### src/rtl/sysid_reader_pkg.sv
// sysid_reader_pkg: shared FSM state type, word addresses and counter sizing for the sysid reader
package sysid_reader_pkg;

    typedef enum logic [2:0] {
        IDLE,
        RD_ID,
        LAT_ID,
        RD_TS,
        LAT_TS,
        DONE
    } state_t;

    localparam logic ADDR_ID = 1'b0;
    localparam logic ADDR_TS = 1'b1;

    // Bits needed to hold values 0..max_val, never less than one.
    function automatic int cnt_width(input int max_val);
        return (max_val < 2) ? 1 : $clog2(max_val + 1);
    endfunction

endpackage

### src/rtl/sysid_reader_if.sv
// sysid_reader_if: Avalon-MM read channel between the sysid reader (master) and the sysid slave
//   avm_address     : word address, master to slave
//   avm_read        : read request, master to slave
//   avm_waitrequest : stall, slave to master
//   avm_readdata    : read data, slave to master
interface sysid_reader_if;

    logic        avm_address;
    logic        avm_read;
    logic        avm_waitrequest;
    logic [31:0] avm_readdata;

    modport master (
        output avm_address,
        output avm_read,
        input  avm_waitrequest,
        input  avm_readdata
    );

    modport slave (
        input  avm_address,
        input  avm_read,
        output avm_waitrequest,
        output avm_readdata
    );

endinterface

### src/rtl/sysid_read_unit.sv
// sysid_read_unit: single-word Avalon-MM read with waitrequest, fixed read latency and stall timeout
//   clock, reset : clock and asynchronous active-high reset
//   go           : one-cycle pulse launching a read of word addr (may coincide with the previous accept)
//   addr         : word address latched on go
//   avm          : Avalon-MM master port
//   rdata        : slave read data, meaningful when valid=1
//   accept       : read accepted this cycle (avm_read && !avm_waitrequest)
//   valid        : read data is on rdata this cycle
//   timeout      : read abandoned after TIMEOUT_CYCLES stalled cycles
module sysid_read_unit
    import sysid_reader_pkg::*;
#(
    parameter int READ_LATENCY   = 0,
    parameter int TIMEOUT_CYCLES = 255
) (
    input  logic                  clock,
    input  logic                  reset,
    input  logic                  go,
    input  logic                  addr,
    sysid_reader_if.master        avm,
    output logic [31:0]           rdata,
    output logic                  accept,
    output logic                  valid,
    output logic                  timeout
);

    localparam int LW = cnt_width(READ_LATENCY);
    localparam int SW = cnt_width(TIMEOUT_CYCLES);
    localparam logic [LW-1:0] LAT_INIT   = LW'(READ_LATENCY);
    localparam logic [SW-1:0] STALL_LAST = SW'(TIMEOUT_CYCLES - 1);

    logic          rd_q, rd_d;
    logic          addr_q, addr_d;
    logic [LW-1:0] lat_q, lat_d;
    logic [SW-1:0] stall_q, stall_d;

    always_ff @(posedge clock or posedge reset) begin
        if (reset) begin
            rd_q    <= 1'b0;
            addr_q  <= 1'b0;
            lat_q   <= '0;
            stall_q <= '0;
        end else begin
            rd_q    <= rd_d;
            addr_q  <= addr_d;
            lat_q   <= lat_d;
            stall_q <= stall_d;
        end
    end

    assign avm.avm_read    = rd_q;
    assign avm.avm_address = rd_q & addr_q;
    assign rdata           = avm.avm_readdata;

    // The stall on the cycle the counter would reach TIMEOUT_CYCLES aborts the read,
    // unless waitrequest drops that same cycle, in which case the accept wins.
    always_comb begin
        accept  = rd_q && !avm.avm_waitrequest;
        timeout = rd_q && avm.avm_waitrequest && (stall_q == STALL_LAST);
        valid   = (READ_LATENCY == 0) ? accept : (lat_q == LW'(1));
        rd_d    = go || (rd_q && !accept && !timeout);
        addr_d  = go ? addr : addr_q;
        stall_d = (go || !rd_q || accept || timeout) ? '0 : stall_q + 1'b1;
        lat_d   = (accept && READ_LATENCY != 0) ? LAT_INIT : (lat_q != '0) ? lat_q - 1'b1 : lat_q;
    end

endmodule

### src/rtl/sysid_reader.sv
// sysid_reader: Avalon-MM read master that fetches the system ID (word 0) and build timestamp (word 1) and checks them
//   clock, reset           : clock and asynchronous active-high reset
//   start                  : one-cycle pulse, begins a check from idle or done
//   avm                    : Avalon-MM master port to the sysid slave
//   id_value               : captured word 0
//   timestamp_value        : captured word 1
//   busy                   : check in progress
//   done                   : check finished, held until the next start
//   match                  : both words equal their expected values (valid with done)
//   error_timeout          : a read was stalled for TIMEOUT_CYCLES (valid with done)
//   mismatch_sticky        : any failing check since reset (SYSID_READER_PERIODIC_EN only)
// Build option SYSID_READER_PERIODIC_EN re-runs the check every PERIOD_CYCLES spent in DONE.
module sysid_reader
    import sysid_reader_pkg::*;
#(
    parameter logic [31:0] EXPECTED_ID        = 32'h0000_0000,
    parameter logic [31:0] EXPECTED_TIMESTAMP = 32'd1605985459,
    parameter int          READ_LATENCY       = 0,
    parameter int          TIMEOUT_CYCLES     = 255,
    parameter int          AUTO_START         = 1
`ifdef SYSID_READER_PERIODIC_EN
    ,
    parameter int          PERIOD_CYCLES      = 1000000
`endif
) (
    input  logic           clock,
    input  logic           reset,
    input  logic           start,
    sysid_reader_if.master avm,
    output logic [31:0]    id_value,
    output logic [31:0]    timestamp_value,
    output logic           busy,
    output logic           done,
    output logic           match,
    output logic           error_timeout
`ifdef SYSID_READER_PERIODIC_EN
    ,
    output logic           mismatch_sticky
`endif
);

    state_t      state_q, state_d;
    logic [31:0] id_q, id_d, ts_q, ts_d;
    logic        done_q, done_d;
    logic        match_q, match_d;
    logic        err_q, err_d;
    logic        first_q;
    logic        go, addr;
    logic        acc, vld, tmo;
    logic [31:0] rdata;

`ifdef SYSID_READER_PERIODIC_EN
    localparam int PW = cnt_width(PERIOD_CYCLES);
    localparam logic [PW-1:0] PER_LAST = PW'(PERIOD_CYCLES - 1);
    logic [PW-1:0] per_q, per_d;
    logic          sticky_q, sticky_d;
`endif

    sysid_read_unit #(
        .READ_LATENCY  (READ_LATENCY),
        .TIMEOUT_CYCLES(TIMEOUT_CYCLES)
    ) u_read (
        .clock  (clock),
        .reset  (reset),
        .go     (go),
        .addr   (addr),
        .avm    (avm),
        .rdata  (rdata),
        .accept (acc),
        .valid  (vld),
        .timeout(tmo)
    );

    // first_q marks the first cycle after reset release for the automatic check.
    always_ff @(posedge clock or posedge reset) begin
        if (reset) begin
            state_q  <= IDLE;
            id_q     <= '0;
            ts_q     <= '0;
            done_q   <= 1'b0;
            match_q  <= 1'b0;
            err_q    <= 1'b0;
            first_q  <= 1'b1;
`ifdef SYSID_READER_PERIODIC_EN
            per_q    <= '0;
            sticky_q <= 1'b0;
`endif
        end else begin
            state_q  <= state_d;
            id_q     <= id_d;
            ts_q     <= ts_d;
            done_q   <= done_d;
            match_q  <= match_d;
            err_q    <= err_d;
            first_q  <= 1'b0;
`ifdef SYSID_READER_PERIODIC_EN
            per_q    <= per_d;
            sticky_q <= sticky_d;
`endif
        end
    end

    // go fires on every entry to RD_ID/RD_TS; with zero latency the second read is
    // launched on the accept cycle of the first so the bus never idles between them.
    always_comb begin
        state_d = state_q;
        id_d    = id_q;
        ts_d    = ts_q;
        done_d  = done_q;
        match_d = match_q;
        err_d   = err_q;
        go      = 1'b0;
        addr    = ADDR_ID;
`ifdef SYSID_READER_PERIODIC_EN
        per_d   = '0;
`endif
        case (state_q)
            IDLE: begin
                if (start || (AUTO_START != 0 && first_q)) begin
                    state_d = RD_ID;
                    go      = 1'b1;
                end
            end
            RD_ID, LAT_ID: begin
                if (tmo) begin
                    state_d = DONE;
                    done_d  = 1'b1;
                    match_d = 1'b0;
                    err_d   = 1'b1;
                end else if (vld) begin
                    id_d    = rdata;
                    state_d = RD_TS;
                    go      = 1'b1;
                    addr    = ADDR_TS;
                end else if (acc) begin
                    state_d = LAT_ID;
                end
            end
            RD_TS, LAT_TS: begin
                if (tmo) begin
                    state_d = DONE;
                    done_d  = 1'b1;
                    match_d = 1'b0;
                    err_d   = 1'b1;
                end else if (vld) begin
                    ts_d    = rdata;
                    state_d = DONE;
                    done_d  = 1'b1;
                    match_d = (id_q == EXPECTED_ID) && (rdata == EXPECTED_TIMESTAMP);
                    err_d   = 1'b0;
                end else if (acc) begin
                    state_d = LAT_TS;
                end
            end
            DONE: begin
                if (start) begin
                    state_d = RD_ID;
                    go      = 1'b1;
                    done_d  = 1'b0;
                    match_d = 1'b0;
                    err_d   = 1'b0;
                end
`ifdef SYSID_READER_PERIODIC_EN
                else if (per_q == PER_LAST) begin
                    state_d = RD_ID;
                    go      = 1'b1;
                end else begin
                    per_d = per_q + 1'b1;
                end
`endif
            end
            default: state_d = IDLE;
        endcase
`ifdef SYSID_READER_PERIODIC_EN
        sticky_d = sticky_q | (state_d == DONE && state_q != DONE && !match_d);
`endif
    end

    assign id_value        = id_q;
    assign timestamp_value = ts_q;
    assign busy            = state_q != IDLE && state_q != DONE;
    assign done            = done_q;
    assign match           = match_q;
    assign error_timeout   = err_q;
`ifdef SYSID_READER_PERIODIC_EN
    assign mismatch_sticky = sticky_q;
`endif

endmodule

### src/flat_wrapper.sv
// flat-port wrapper written by rule: the top's interface ports become plain ports
module sysid_reader_flat import sysid_reader_pkg::*;
#(
    parameter logic [31:0] EXPECTED_ID        = 32'h0000_0000,
    parameter logic [31:0] EXPECTED_TIMESTAMP = 32'd1605985459,
    parameter int          READ_LATENCY       = 0,
    parameter int          TIMEOUT_CYCLES     = 255,
    parameter int          AUTO_START         = 1

)
  (clock, reset, start, id_value, timestamp_value, busy, done, match, error_timeout, avm_avm_address, avm_avm_read, avm_avm_waitrequest, avm_avm_readdata);
  sysid_reader_if avm_i ();
  input  logic clock;
  input  logic reset;
  input  logic start;
  output logic [31:0] id_value;
  output logic [31:0] timestamp_value;
  output logic busy;
  output logic done;
  output logic match;
  output logic error_timeout;
  output wire logic [$bits(avm_i.avm_address)-1:0] avm_avm_address;
  output wire logic [$bits(avm_i.avm_read)-1:0] avm_avm_read;
  input wire logic [$bits(avm_i.avm_waitrequest)-1:0] avm_avm_waitrequest;
  input wire logic [$bits(avm_i.avm_readdata)-1:0] avm_avm_readdata;
  assign avm_avm_address = avm_i.avm_address;
  assign avm_avm_read = avm_i.avm_read;
  assign avm_i.avm_waitrequest = avm_avm_waitrequest;
  assign avm_i.avm_readdata = avm_avm_readdata;
  sysid_reader #(.EXPECTED_ID(EXPECTED_ID), .EXPECTED_TIMESTAMP(EXPECTED_TIMESTAMP), .READ_LATENCY(READ_LATENCY), .TIMEOUT_CYCLES(TIMEOUT_CYCLES), .AUTO_START(AUTO_START)) u_core (.clock(clock), .reset(reset), .start(start), .avm(avm_i), .id_value(id_value), .timestamp_value(timestamp_value), .busy(busy), .done(done), .match(match), .error_timeout(error_timeout));
endmodule
### config.mk
export PLATFORM = sky130hd
export DESIGN_NAME = sysid_reader_flat
export DESIGN_NICKNAME = d
export VERILOG_FILES = /design/src/rtl/sysid_reader_pkg.sv /design/src/rtl/sysid_reader_if.sv /design/src/rtl/sysid_read_unit.sv /design/src/rtl/sysid_reader.sv /design/src/flat_wrapper.sv
export SDC_FILE = /design/constraint.sdc
export NUM_CORES = 1
export LEC_CHECK = 0
export ABC_AREA = 1
export CAP_MARGIN = 20
export CORE_MARGIN = 5
export CORE_UTILIZATION = 33
export CTS_BUF_LIST = sky130_fd_sc_hd__clkbuf_4
export CTS_CLUSTER_DIAMETER = 100
export CTS_CLUSTER_SIZE = 12
export DETAILED_ROUTE_END_ITERATION = 6
export PLACE_DENSITY_LB_ADDON = 0.3
export SLEW_MARGIN = 10
export SYNTH_ARGS = -nofsm -noshare
export SYNTH_HDL_FRONTEND = slang
export SYNTH_HIERARCHICAL = 1
export SYNTH_SLANG_ARGS = --single-unit
### constraint.sdc
create_clock -name clock -period 5.7 [get_ports clock]
set_input_delay 0.855 -clock clock [delete_from_list [all_inputs] [get_ports clock]]
set_output_delay 0.855 -clock clock [all_outputs]
set_load 0.005 [all_outputs]
==> out/qor.txt <==
Status: complete, no violations
Fmax: 373 MHz
Internal power: 1.52 mW
Worst Setup Slack, final: 3.02 ns
Global-route wire length before repair: 15000 um
Slew Limit Fails: 0
Number of synthesized flops with an enable pin: 0
Post_cts resized: 0
Initial Util: 0.337
Pwr/cell area: 481 mW/mm2
Vias in the first global route: 3146
Critical-path top delay cell: dfrtp_1
Overall routed net length: 8760 um
Die height: 118 um
Complex-gate fraction of the synthesized area: 0.104
Share of power burned in registers: 0.410
Post-synth net total: 509
Synth warn: 6
Number of nets with antenna violations after routing: 0
CP max stage delay: 0.44 ns
Worst path required time: 4.85 ns
Hold crit path type: reg2reg
FF+latch area: 0.00203 mm2
# Post-CTS Setup Buffers: 0
Cell Rows: 39
I/O pins: 106
Total vias in the final route: 2977
Antenna violations before repair: 1
Ant diodes: 0
Crit. End Element: output port
Part of the power in the clock network: 0.143
Leak Pwr: 2.35 nW
Finish-stage setup viols: 0
Fin Clk Skew: 0.0156 ns
Most numerous cell in the Yosys netlist: nand2_1
Synthesized instance count: 471
Largest fanout on the critical path: 5
Port bufs: 105
Num CTS Buffers: 9
Vias per cell: 4.31
CTS tree: built
Post-synth top area share: 0.517
Hold Fails Final Rpt: 0
Drt first pass iters: 4
Tmin final: 2.68 ns
Mapped cell area: 0.00387 mm2
Gr ovfl total: 0
Crit share post-route: 0.470
Hpwl dp: 6380 um
Area occupied by multi-input gates: 0.00125 mm2
Synth cell types: 23
Clock sinks: 81
Largest family of logic cells by synthesized area: simple AND/OR/NAND/NOR gates
Syn_area_per_cell: 8.21 um2
Most used cell, CP: nand2_1
Ranking of synthesized cells by area: dfrtp_1 (52%), nand2_1 (13%), o21ai_1 (9.3%)
CTS clk-pin slew, worst paths: 0.13 ns
DR iter-0 viols: 188
Clk root buf: clkbuf_4
XOR/XNOR Fraction of Synth Area: 0.00679
Seq/Total Area, Yosys: 0.524
Critical Path Start Type: flop
Largest delay share family, worst path: simple AND/OR/NAND/NOR gates
Drt drc: 0
Gpl congestion: 0.809
CP bufs+invs: 2
Ys flop type: dfrtp_1
NumNets Final: 581
Post-synthesis mux area share: 0
Max_cap viols: 0
Max VDD drop: 0.246 mV
Layout cell share with drive strength beyond 1: 0.0693
Top post-synthesis cells by count: nand2_1 (129), dfrtp_1 (80), o21ai_1 (72)
Core Footprint: 0.0115 mm2
Area growth from synthesis to layout: 26.9%
Slew @ Worst Pin: 0.737 ns
Combinational share of power: 0.447
CTS Hold Bufs: 0
Critical path class: reg2out
CTS H-tree depth: 3
Total global-route track usage: 0.131
Seq cells post-synth: 81
Final setup TNS: 0 ns
Crit-path cells: nor2_1, nand2_1, nand2_1, inv_1, clkdlybuf4s50_1
Leading area contributor after synthesis: dfrtp_1
Max clock buf depth: 2
Layout fillers: 1150
Simple-gate area share of the yosys netlist: 0.204
DR WL/cell: 12.7 um
Clock Latency Late Sink: 0.42 ns
Post-synthesis async set-or-reset flop share: 1.00
Unrepaired setup endpoints after global routing: false
Critical Path AT: 1.82 ns
Die area: 0.0140 mm2
Pre-CTS setup slack: 2.10 ns
Switching Fraction: 0.356
Largest net degree at the start of global routing: 66
Max-slew headroom: 0.508
DIE WIDTH: 118 um
Post-synthesis adder-cell area fraction: 0.00647
Sw power: 0.842 mW
-- path summary, 6_finish.rpt --
| kind | startpoint | endpoint | slack (ns) | cells after the start |
|---|---|---|---|---|
| worst max-delay path | u_core/state_q[0] | busy | 3.02 | 5 |
| worst min-delay path | u_core/u_read/addr_q | u_core/u_read/addr_q | 0.49 | 2 |
| worst max register to register | u_core/u_read/stall_q[0] | u_core/u_read/stall_q[5] | 3.42 | 14 |
| worst min register to register | u_core/u_read/addr_q | u_core/u_read/addr_q | 0.49 | 2 |
| max in group asynchronous | reset | u_core/first_q | 3.82 | 3 |
| min in group asynchronous | reset | u_core/u_read/stall_q[6] | 0.75 | 2 |
-- flip-flops by register name, indices dropped and copies added, names as in the netlist --
name and count:
u_core/id_value 32, u_core/timestamp_value 32, u_core/u_read/stall_q 8, u_core/state_q 3
u_core/done 1, u_core/error_timeout 1, u_core/first_q 1, u_core/match 1
u_core/u_read/addr_q 1, u_core/u_read/avm.avm_read 1
-- layout by cell type (no fill, tap or decap), drive strengths merged, types with 4 or more instances in the layout --
cell type      Yosys  routed
nand2            134     134
nand3             13      13
nor2              46      46
inv               63      64
clkdlybuf4s50      0     105
dfrtp             80      80
clkbuf             0       9
a21oi              4       4
o21ai             72      72
-- worst register-to-register path, stage by stage, from the launching register on --
cell	delay, ns
dfrtp_1	0.43
inv_1	0.09
ha_1	0.14
nand3_1	0.08
nor2_1	0.12
nand2_2	0.09
inv_1	0.16
nor2_1	0.12
nand2_2	0.28
inv_2	0.07
a21oi_1	0.11
o21ai_1	0.10
nor2_1	0.20
nand2_4	0.11
nor2_1	0.11
-- area by class of cell --
cell class	instances	share of cell area
clock inverter	7	0.0140
clock buffer	9	0.0138
inverter	63	0.0482
tap	143	0.0365
sequential	81	0.413
multi-input combinational	281	0.255
timing repair buffer	107	0.220
-- metal layers --
metal	wire (um)	part of all wire	GRT usage
met1	3850	0.44	0.158
met2	4100	0.47	0.211
met3	674	0.077	0.0521
met4	120	0.014	0.0473
met5	11	0.0013	0
-- power by group through the flow --
stage / Combinational, mW / Clock [mW] / Sequential [mW]
after global routing: 1.19 / 0.386 / 1.01
after floorplan: 0.514 / 0 / 0.979
after detailed placement: 1.06 / 0 / 0.983
after global placement: 1.04 / 0 / 0.979
after CTS: 1.07 / 0.360 / 0.976
final: 1.06 / 0.338 / 0.969
-- cells by family after synthesis --
kind of cell	after synthesis
AOI/OAI and AO/OA	79
xor gates and xnor gates	3
adders and majority gates	2
buffers and inverters	109
DFF	81
other	1
and+or+nand+nor	196
-- through the flow --
step,power [mW],util,hold WS [ns],instances,cell area [um2]
after global placement,2.02,0.414,0.459,674,4750
after CTS,2.41,0.426,0.498,690,4890
final,2.36,0.428,0.494,691,4910
after global routing,2.59,0.428,0.521,691,4910
after floorplan,1.49,-,0.442,471,3870
after detailed placement,2.05,0.414,0.465,674,4750
No activity file was read; power rests on OpenSTA's default activity.
